<file path="src/rtl/result_pkg.sv">
// Shared definitions for the result issue path and the demux it feeds.
// Code width, FSM encoding and the named result codes live here.
package result_pkg;

    localparam int RES_SIZE = 5;

    localparam logic [RES_SIZE-1:0] CODE_ONE   = 5'd1;
    localparam logic [RES_SIZE-1:0] CODE_THREE = 5'd3;

    typedef enum logic [1:0] {
        IDLE  = 2'b00,
        ISSUE = 2'b01,
        GAP   = 2'b10
    } state_t;

endpackage

</file>
<file path="src/rtl/result_fifo.sv">
// Small power-of-two FIFO holding result codes waiting to be issued.
// Read data is the current head; level is a registered occupancy count.
module result_fifo #(
    parameter int SIZE  = 5,
    parameter int DEPTH = 4
) (
    input  logic                     clk,
    input  logic                     rst_n,
    input  logic                     push,
    input  logic                     pop,
    input  logic [SIZE-1:0]          wdata,
    output logic [SIZE-1:0]          rdata,
    output logic                     full,
    output logic                     empty,
    output logic [$clog2(DEPTH):0]   level
);

    localparam int AW = $clog2(DEPTH);

    logic [SIZE-1:0] mem [DEPTH];
    logic [AW-1:0]   wptr;
    logic [AW-1:0]   rptr;
    logic            wr;
    logic            rd;

    assign full  = (level == (AW+1)'(DEPTH));
    assign empty = (level == '0);
    assign wr    = push & ~full;
    assign rd    = pop & ~empty;
    assign rdata = mem[rptr];

    always_ff @(posedge clk) begin
        if (wr) begin
            mem[wptr] <= wdata;
        end
    end

    // Pointers wrap for free because DEPTH is a power of two.
    always_ff @(posedge clk or negedge rst_n) begin
        if (!rst_n) begin
            wptr  <= '0;
            rptr  <= '0;
            level <= '0;
        end else begin
            if (wr) begin
                wptr <= wptr + AW'(1);
            end
            if (rd) begin
                rptr <= rptr + AW'(1);
            end
            if (wr && !rd) begin
                level <= level + (AW+1)'(1);
            end else if (rd && !wr) begin
                level <= level - (AW+1)'(1);
            end
        end
    end

endmodule

</file>
<file path="src/rtl/result_issuer.sv">
// Buffers result codes and issues each as an enable-framed transaction
// to the result demux, with a guard cycle so its outputs can settle.
module result_issuer
    import result_pkg::*;
#(
    parameter int SIZE  = RES_SIZE,
    parameter int DEPTH = 4,
    parameter int HOLD  = 2
) (
    input  logic                     clk,
    input  logic                     rst_n,
    input  logic [SIZE-1:0]          in_data,
    input  logic                     in_valid,
    output logic                     in_ready,
    output logic [SIZE-1:0]          res,
    output logic                     enable,
    output logic                     busy,
    output logic [$clog2(DEPTH):0]   level
);

    localparam int CW = (HOLD > 1) ? $clog2(HOLD) : 1;

    state_t          state_q;
    state_t          state_d;
    logic [CW-1:0]   cnt_q;
    logic [CW-1:0]   cnt_d;
    logic [SIZE-1:0] res_q;
    logic [SIZE-1:0] res_d;
    logic            en_q;
    logic            en_d;
    logic            pop;
    logic            push;
    logic            full;
    logic            empty;
    logic [SIZE-1:0] head;

    // Readiness comes from the registered level only: no push-through when full.
    assign in_ready = ~full;
    assign push     = in_valid & ~full;
    assign res      = res_q;
    assign enable   = en_q;
    assign busy     = (state_q != IDLE);

    result_fifo #(
        .SIZE  (SIZE),
        .DEPTH (DEPTH)
    ) u_fifo (
        .clk   (clk),
        .rst_n (rst_n),
        .push  (push),
        .pop   (pop),
        .wdata (in_data),
        .rdata (head),
        .full  (full),
        .empty (empty),
        .level (level)
    );

    always_ff @(posedge clk or negedge rst_n) begin
        if (!rst_n) begin
            state_q <= IDLE;
            cnt_q   <= '0;
            res_q   <= '0;
            en_q    <= 1'b0;
        end else begin
            state_q <= state_d;
            cnt_q   <= cnt_d;
            res_q   <= res_d;
            en_q    <= en_d;
        end
    end

    always_comb begin
        state_d = state_q;
        cnt_d   = cnt_q;
        res_d   = res_q;
        en_d    = en_q;
        pop     = 1'b0;
        unique case (state_q)
            IDLE: begin
                res_d = '0;
                en_d  = 1'b0;
                if (!empty) begin
                    pop     = 1'b1;
                    res_d   = head;
                    en_d    = 1'b1;
                    cnt_d   = CW'(HOLD - 1);
                    state_d = ISSUE;
                end
            end
            ISSUE: begin
                if (cnt_q == '0) begin
                    en_d    = 1'b0;
                    state_d = GAP;
                end else begin
                    cnt_d = cnt_q - CW'(1);
                end
            end
            GAP: begin
                res_d   = '0;
                en_d    = 1'b0;
                state_d = IDLE;
            end
            default: begin
                res_d   = '0;
                en_d    = 1'b0;
                state_d = IDLE;
            end
        endcase
    end

endmodule

</file>
<file path="config.mk">
export PLATFORM = sky130hd
export DESIGN_NAME = result_issuer
export DESIGN_NICKNAME = d
export VERILOG_FILES = /design/src/rtl/result_pkg.sv /design/src/rtl/result_fifo.sv /design/src/rtl/result_issuer.sv
export SDC_FILE = /design/constraint.sdc
export NUM_CORES = 1
export LEC_CHECK = 0
export BUFFER_PORTS_ARGS = -buffer_cell sky130_fd_sc_hd__buf_2
export CORE_MARGIN = 8
export CORE_UTILIZATION = 50
export CTS_BUF_LIST = sky130_fd_sc_hd__clkbuf_4 sky130_fd_sc_hd__clkbuf_8
export CTS_CLUSTER_SIZE = 25
export DETAILED_ROUTE_END_ITERATION = 7
export PLACE_DENSITY = 0.78
export SETUP_SLACK_MARGIN = 0.02
export SLEW_MARGIN = 25
export SYNTH_ARGS = -nofsm -noshare
export SYNTH_HDL_FRONTEND = slang
export SYNTH_HIERARCHICAL = 1
export SYNTH_SLANG_ARGS = --single-unit
</file>
<file path="constraint.sdc">
create_clock -name clk -period 4.8 [get_ports clk]
set_input_delay 0.96 -clock clk [delete_from_list [all_inputs] [get_ports clk]]
set_output_delay 0.96 -clock clk [all_outputs]
set_load 0.01 [all_outputs]
</file>
=== Word-level counts from Yosys, hierarchy flattened ===
Memories as Yosys holds them, arrays and structs flattened.
Cells that the tools add are included.

* Bits in registers: 16
* RAM bits: 20
* Input port bits: 8
* Output and inout port bits: 11
* Logic and storage cells: 49
* Memories: 1

* Add/sub/neg operators: 5
* Eq/ne operators: 4
* Mux-type cells: 16
* Bitwise operators: 5
* Reductions and logical operators: 11

{| class="wikitable"
|+ Memories
! memory !! words !! width !! rd ports !! clocked after Yosys merged registers in !! write ports !! line !! text
|-
| u_fifo.mem || 4 || 5 || 1 || 0 || 1 || result_fifo.sv:20 || <nowiki>logic [SIZE-1:0] mem [DEPTH];</nowiki>
|}

{| class="wikitable"
|+ Operators with widths
! operator !! count
|-
| $pmux W5 S2 || 1
|-
| $mux W1 || 7
|-
| $mux W3 || 2
|-
| $reduce_bool A2 Y1 || 3
|-
| $mux W5 || 1
|-
| $add A2 B1 Y2 const B || 2
|-
| $mux W2 || 2
|-
| $ne A2 B2 Y1 const B || 2
|-
| $pmux W1 S2 || 2
|-
| $pmux W2 S2 || 1
|-
| $reduce_and A2 Y1 || 2
|-
| $add A3 B1 Y3 const B || 1
|-
| $and A1 B1 Y1 || 3
|-
| $eq A3 B3 Y1 const B || 1
|-
| $logic_not A3 Y1 || 1
|-
| $sub A3 B1 Y3 const B || 1
|-
| $eq A2 B1 Y1 const B || 1
|-
| $logic_and A1 B1 Y1 || 2
|-
| $logic_not A1 Y1 || 2
|-
| $logic_not A2 Y1 || 1
|-
| $not A1 Y1 || 2
|-
| $sub A1 B1 Y1 const B || 1
|}

=== Longest topological paths before layout ===
Gate-level depths: netlist (run 1).

* Depth after elaboration: 8
* Depth in mapped cells: 11
* Gate-level depth less buffers: 11

=== Modules after synthesis ===
The synthesis (run 1) kept the hierarchy.

{| class="wikitable"
|+ By module, submodules not included
! module !! times used !! cells each !! area an instance (µm²) !! sequential area each (µm²)
|-
| result_fifo || 1 || 63 || 1147.4 || 775.7
|-
| result_issuer || 1 || 32 || 370.4 || 225.2
|}

=== Least setup slack after synthesis (run 1) ===
No wires, ideal clock.

* Path kind: input to register
* Start: input port in_valid
* End: register u_fifo.level[2]
* Library setup time: 0.079 ns
* Arrival time: 2.293 ns
* Required time: 4.721 ns
* Slack: 2.427 ns
* Stages: 9
* Path buffers: 1
* Path through: nor2b_1 nor2b_1 buf_6 ha_1 inv_1 fa_1 xor2_1 nor2_1 xor2_1

* Word-level cells in the longest chain between the ends: 5
* Elaborated cells on any way between the ends: 7
* Those cells by class: mux (1); bitwise (2); reduce/logical (4)

{| class="wikitable"
|+ Ends and longest elaborated chain
! item !! line !! text
|-
| from (decl) || result_issuer.sv:13 || <nowiki>input logic in_valid,</nowiki>
|-
| $and A1 B1 Y1 * || result_issuer.sv:39 || <nowiki>assign push = in_valid & ~full;</nowiki>
|-
| $and A1 B1 Y1 * || result_fifo.sv:28 || <nowiki>assign wr = push & ~full;</nowiki>
|-
| via u_fifo.wr || result_fifo.sv:23 || <nowiki>logic wr;</nowiki>
|-
| $logic_not A1 Y1 || result_fifo.sv:53 || <nowiki>end else if (rd && !wr) begin</nowiki>
|-
| $logic_and A1 B1 Y1 || result_fifo.sv:53 ||
|-
| $reduce_bool A2 Y1 (no source line) || - ||
|-
| to (signal assigned) || result_fifo.sv:52 || <nowiki>level <= level + (AW+1)'(1);</nowiki>
|-
| to (signal assigned) || result_fifo.sv:54 || <nowiki>level <= level - (AW+1)'(1);</nowiki>
|-
| to (decl) || result_fifo.sv:15 || <nowiki>output logic [$clog2(DEPTH):0] level</nowiki>
|}

Mark *: on every way through the listed nets, which the timed path passes. The rest lies on a longest branch.
A chain may end at the register's enable or synchronous reset.

=== Worst setup path in the final report (run 1) ===
* Start: register u_fifo.level[0]
* End: register u_fifo.level[2]

* Word-level cells in the longest chain between the ends: 7
* Elaborated cells on any way between the ends: 18
* Those cells by class: add/sub (2); eq/ne (1); mux (4); bitwise (5); reduce/logical (6)

{| class="wikitable"
|+ Ends and longest elaborated chain
! item !! line !! text
|-
| $logic_not A3 Y1 * || result_fifo.sv:27 || <nowiki>assign empty = (level == '0);</nowiki>
|-
| via empty || result_issuer.sv:34 || <nowiki>logic empty;</nowiki>
|-
| $mux W1 || result_issuer.sv:83 || <nowiki>if (!empty) begin</nowiki>
|-
| $mux W1 || result_issuer.sv:79 || <nowiki>unique case (state_q)</nowiki>
|-
| $and A1 B1 Y1 * || result_fifo.sv:29 || <nowiki>assign rd = pop & ~empty;</nowiki>
|-
| $logic_not A1 Y1 || result_fifo.sv:51 || <nowiki>if (wr && !rd) begin</nowiki>
|-
| $logic_and A1 B1 Y1 || result_fifo.sv:51 ||
|-
| $mux W3 / $reduce_bool A2 Y1 (equally long branches) || - ||
|}

Mark *: on every way through the listed nets, which the timed path passes. The rest lies on a longest branch. The select of a mux whose other input is x is not followed.

==> impl_metrics.toml, run 1 <==
[run_status]
status = "finished clean"

[min_path]
hold_start = "cnt_q"
whs_path_depth = 1
hold_class = "flop to flop"
whs_endpoint = "state_q[1]"

[global_route]
grt_pass1_vias = 893
grt_overflow = 0
grt_first_pass_wirelength_um = 4091
grt_max_degree = 17
grt_usage = 0.1089
antenna_found_initial = 0

[drt]
drt-initial-drc-count = 40
vias = 808
via_per_inst = 5.351
dr.pass1.iters = 4
drc = 0
antenna_left = 0
wire_per_inst_um = 15.82
routed_wirelength_um = 2389

[run]
drv_cap = 0

[logic_synthesis]
synth_cells = 95
synth_most_common_cell = "edfxtp_1"
seq_area_frac_synth = 0.6595
synth.top_cell.area_share = 0.3957
synth_warnings = 6
synth_ff_type = "edfxtp_1"
synth_area_um2 = 1518
synth_cell_types = 27
synth.top_cells.by_area = "edfxtp_1 40%, dfrtp_1 26%, mux4_2 7.4%"
ys_ff_latch = 36
async_flop_share = 0.4444
syn_nets = 109
yosys-top-cells-count = "20 x edfxtp_1, 16 x dfrtp_1, 8 x inv_1"
synth.avg_cell_area_um2 = 15.98
yosysTopAreaCell = "edfxtp_1"
synth_edf_count = 20

[setup_path]
cp.required_ns = 5.06
start_kind = "flop"
slowest_stage = "dfrtp_1"
cp_top_family = "simple AND/OR/NAND/NOR gates"
slowest_delay_ns = 0.46
crit_arrival_ns = 2.81
r2r_end = "u_fifo/level[2]"
crit_chain = "or3_1, inv_1, or2_2, nor2_1, nand2_1, ha_1, inv_1, fa_1, xor2_1, nor2_1, xor2_1"
critPathMaxFanout = 5
startpoint = "u_fifo/level[0]"
critical_path_buf_inv_count = 2
r2r_start = "u_fifo/level[0]"
reg2reg_depth = 11
critPathKind = "flop to flop"
cp-end-kind = "flop"
rrSetupSlack_ns = 2.25

[floorplan]
die_w_um = 71.10
fp.dieArea_um2 = 5055
start_util = 0.5097
placementRows = 20
io_pins = 19
fp.dieH_um = 71.10
coreArea_um2 = 2978

[placement]
gp_congestion = 0.7016
hpwlAfterDp_um = 1867
portBuffers = 18

[timing]
relSlewSlack = 0.6915
finalSetupViolCount = 0
whs_ns = 0.4908
drv_slew = 0
period_minus_slack_ns = 2.548
fin_worst_skew_ns = 0.01212
tightest_slew_ns = 0.4618
tns_ns = 0
grt_setup_unrepaired = "false"
min_period_over_period = 0.5309
fmax_ghz = 0.3924
hold_violations = 0

[pwr]
cellLeakagePower_nw = 0.6964
ir_drop_uv = 383.7
power_frac_seq = 0.468
p_sw_mw = 0.3973
clkPwrFrac = 0.140
p_sw_frac = 0.3505
power_density_nw_per_um2 = 672.1
p_int_mw = 0.7363
combPwrFrac = 0.391

[cts]
clock-sinks = 36
cts_max_path_buffers = 2
ctsHoldBuffers = 0
cts_tree = "done"
cts_resized = 0
cts_setup_buffers = 0
path_clk_slew_ns = 0.10
clk_latency_ns = 0.33
root_buffer = "clkbuf_4"
htreeDepth = 2
numCtsBuffers = 5

[finish]
drive_above_1_share = 0.3136
layout.nets = 131
n_antenna_cell = 0
layout-area-overhead-vs-synth_pct = 11.13
fillers = 257
[state kept, by name, summed over array words and instances, names as in the netlist]
register,count
cnt_q,1
enable,1
res,5
state_q,2
u_fifo/level,3
u_fifo/mem,20
u_fifo/rptr,2
u_fifo/wptr,2
[layout by cell type (no fill, tap or decap)]
master    instances
clkinv_2          1
or3_1             1
fa_1              1
mux2_2            1
or2_2             1
xor2_1            2
nand2_1           2
nand3_1           2
and2_1            4
xnor2_1           4
mux4_2            5
a21oi_1           2
dfrtp_1          16
edfxtp_1         20
ha_1              5
clkbuf_4          7
inv_1             8
nor3b_2           1
buf_2            18
nor2b_1           2
mux2_4            1
nor2_1            5
o21a_1            1
nor2_2            1
nor2b_4           1
nand2b_1          1
a32o_1            5
[area by class of cell]
cell class / instances / area (µm²) / area share
Clock buffer: 7 / 52.55 / 0.03116
Clock inverter: 1 / 5.005 / 0.002967
Inverter: 8 / 30.03 / 0.01780
Multi-Input combinational cell: 48 / 466.7 / 0.2767
Sequential cell: 36 / 1001 / 0.5935
Tap cell: 33 / 41.29 / 0.02448
Timing Repair Buffer: 18 / 90.09 / 0.05341
[power by group through the flow]
stage / Combinational (mW) / Clock, mW / Sequential [mW]
after floorplan: 0.349 / 0 / 0.519
after global placement: 0.423 / 0 / 0.534
after detailed placement: 0.452 / 0 / 0.542
after CTS: 0.454 / 0.163 / 0.535
after global routing: 0.502 / 0.176 / 0.550
final: 0.444 / 0.159 / 0.531
[worst max-delay path by stage]
stage / slack [ns] / depth (start not counted) / to
after CTS: 2.21 / 11 / u_fifo/level[2]
final: 2.25 / 11 / u_fifo/level[2]
after floorplan: 2.43 / 9 / u_fifo/level[2]
after global routing: 2.06 / 11 / u_fifo/level[2]
after detailed placement: 2.06 / 9 / u_fifo/level[2]
after global placement: 2.14 / 9 / u_fifo/level[2]
[layer usage]
metal	vias up	part of all wire	wire length [µm]	track usage
li1	384	-	-	-
met1	399	0.39	933	0.1026
met2	18	0.53	1267	0.1936
met3	7	0.053	127	0.04520
met4	0	0.025	60	0.06236
met5	-	0	0	0
[logic make-up after synthesis]
kind of cell	count (synthesis)	share of synthesized area
adders and majority gates	6	0.05441
and+or+nand+nor	21	0.08245
AOI/OAI and AO/OA	8	0.04452
muxes	7	0.09151
xor gates and xnor gates	6	0.03462
buffers and inverters	11	0.03297
DFF	36	0.6595
[metrics by stage]
step / instance area (µm²) / total power [mW] / std cells / utilization / worst slack [ns]
after floorplan: 1518 / 0.8680 / 95 / - / 2.427
after global placement: 1629 / 0.9571 / 143 / 0.5471 / 2.140
after global routing: 1687 / 1.228 / 151 / 0.5664 / 2.058
after CTS: 1687 / 1.153 / 151 / 0.5664 / 2.214
after detailed placement: 1629 / 0.9938 / 143 / 0.5471 / 2.062
final: 1687 / 1.134 / 151 / 0.5664 / 2.252
Power figures use the tool's default switching activity.
==> run 2: changes to the inputs <==
--- a/config.mk
+++ b/config.mk
@@ -11,7 +11,7 @@
 export CTS_BUF_LIST = sky130_fd_sc_hd__clkbuf_4 sky130_fd_sc_hd__clkbuf_8
 export CTS_CLUSTER_SIZE = 25
 export DETAILED_ROUTE_END_ITERATION = 7
-export PLACE_DENSITY = 0.78
+export PLACE_DENSITY = 0.81
 export SETUP_SLACK_MARGIN = 0.02
 export SLEW_MARGIN = 25
 export SYNTH_ARGS = -nofsm -noshare
==> constraint.sdc (replaced) <==
create_clock -name clk -period 2.3 [get_ports clk]
set_input_delay 0.46 -clock clk [delete_from_list [all_inputs] [get_ports clk]]
set_output_delay 0.46 -clock clk [all_outputs]
set_load 0.01 [all_outputs]
==> run 2 against run 1 <==
Net effect: clock skew decreased by 0.0028 ns; fmax increased by 14%; cell area increased by 11%; register-to-register slack got worse by 2.2 ns; critical endpoint unchanged; largest cell class unchanged; largest power group is now combinational cells.
==> impl_metrics.toml, run 2 (synthesized netlist as in run 1, its figures left out) <==
[cts]
numCtsBuffers = 5
root_buffer = "clkbuf_4"
clock-sinks = 36
path_clk_slew_ns = 0.10
cts_tree = "done"
htreeDepth = 2
cts_max_path_buffers = 2
ctsHoldBuffers = 0
clk_latency_ns = 0.32

[setup_path]
start_kind = "flop"
cp.required_ns = 2.55
critPathMaxFanout = 3
critPathKind = "flop to flop"
crit_arrival_ns = 2.48
cp-end-kind = "flop"

[drt]
routed_wirelength_um = 2712
drt-initial-drc-count = 28
drc = 0
vias = 892
wire_per_inst_um = 15.95
dr.pass1.iters = 4
via_per_inst = 5.247
antenna_left = 0

[pwr]
cellLeakagePower_nw = 0.7889
power_density_nw_per_um2 = 1504
ir_drop_uv = 569.4
p_total_mw = 2.816

[finish]
drive_above_1_share = 0.4672
layout.nets = 150
largest_reg_flops = 20
final_cell_mix = "20 x edfxtp_1, 19 x buf_4, 18 x buf_2"
regMostFlops = "u_fifo/mem"
layout-area-overhead-vs-synth_pct = 23.33
final_common_cell = "edfxtp_1"
n_antenna_cell = 0
utilization = 0.6286

[min_path]
hold_class = "input port to asynchronous set/reset pin"

[timing]
hold_violations = 0
tightest_slew_ns = 0.4223
finalSetupViolCount = 0
drv_slew = 0
fin_worst_skew_ns = 0.009344
grt_setup_unrepaired = "false"
relSlewSlack = 0.7184
min_period_over_period = 0.9703
whs_ns = 0.02802
fmax_ghz = 0.4481
period_minus_slack_ns = 2.232

[floorplan]
coreArea_um2 = 2978
start_util = 0.5097
fp.dieH_um = 71.10
placementRows = 20
die_w_um = 71.10
io_pins = 19
fp.dieArea_um2 = 5055

[global_route]
antenna_found_initial = 0
grt_first_pass_wirelength_um = 4202
grt_max_degree = 17
grt_usage = 0.1107
grt_pass1_vias = 917
grt_overflow = 0

[run_status]
status = "finished clean"

[placement]
portBuffers = 18
hpwlAfterDp_um = 1793
gp_congestion = 0.7448

[run]
drv_cap = 0
run 2: worst paths after layout:
| kind | start | end | slack (ns) | cells past startpoint |
|---|---|---|---|---|
| setup / recovery | u_fifo/level[1] | u_fifo/level[2] | 0.07 | 11 |
| hold / removal | rst_n | res[4] | 0.03 | 1 |
| setup reg to reg | u_fifo/level[1] | u_fifo/level[2] | 0.07 | 11 |
| hold reg to reg | cnt_q | state_q[1] | 0.49 | 1 |
| max in group asynchronous | rst_n | u_fifo/level[0] | 1.99 | 1 |
| min in group clk | in_data[1] | u_fifo/mem[2][1] | 0.35 | 1 |
run 2: timing repair:
item	CTS	global route
setup endpoints to repair	1	3
resized for setup	3	7
pin swaps	3	7
buffers inserted	8	6
hold endpoints to repair	0	0
run 2: where the power goes:
part / internal, mW / switching [mW] / leakage [nW]
clock: 0.174 / 0.183 / 0.0394
combinational: 0.775 / 0.597 / 0.374
sequential: 0.914 / 0.173 / 0.376
run 2: through the flow:
| step | setup WS [ns] | setup TNS (ns) | cell area (µm²) | std cells |
|---|---|---|---|---|
| floorplan | 0.03251 | 0 | 1519 | 95 |
| global placement | 0.1041 | 0 | 1668 | 148 |
| detailed placement | -0.05449 | -0.05449 | 1668 | 148 |
| CTS | 0.03484 | 0 | 1804 | 164 |
| global route | 0.008233 | 0 | 1872 | 170 |
| finish | 0.06820 | 0 | 1872 | 170 |
run 2: cell type report:
class,count,area [µm²]
repair buffers,37,232.7
fillers,224,1106
well taps,33,41.29
multi-input cells,48,499.2
inverters,8,30.03
flip-flops and latches,36,1002
clock buffers,8,66.31
run 2: routing by layer:
layer / vias to the layer above / share of wire / track usage
met5: - / 0 / 0
met4: 0 / 0.011 / 0.05774
met3: 4 / 0.071 / 0.05650
met2: 25 / 0.53 / 0.1885
met1: 444 / 0.39 / 0.1070
li1: 419 / - / -
run 2: worst max-delay path, stage by stage (launching register included):
cell and delay, ns:
dfrtp_1 0.39, or3_4 0.41, inv_2 0.07, or2_4 0.13, nor2_4 0.04, nand2_2 0.11, ha_4 0.14, inv_2 0.04
fa_2 0.35, xor2_1 0.16, nor2_1 0.14, xor2_1 0.18
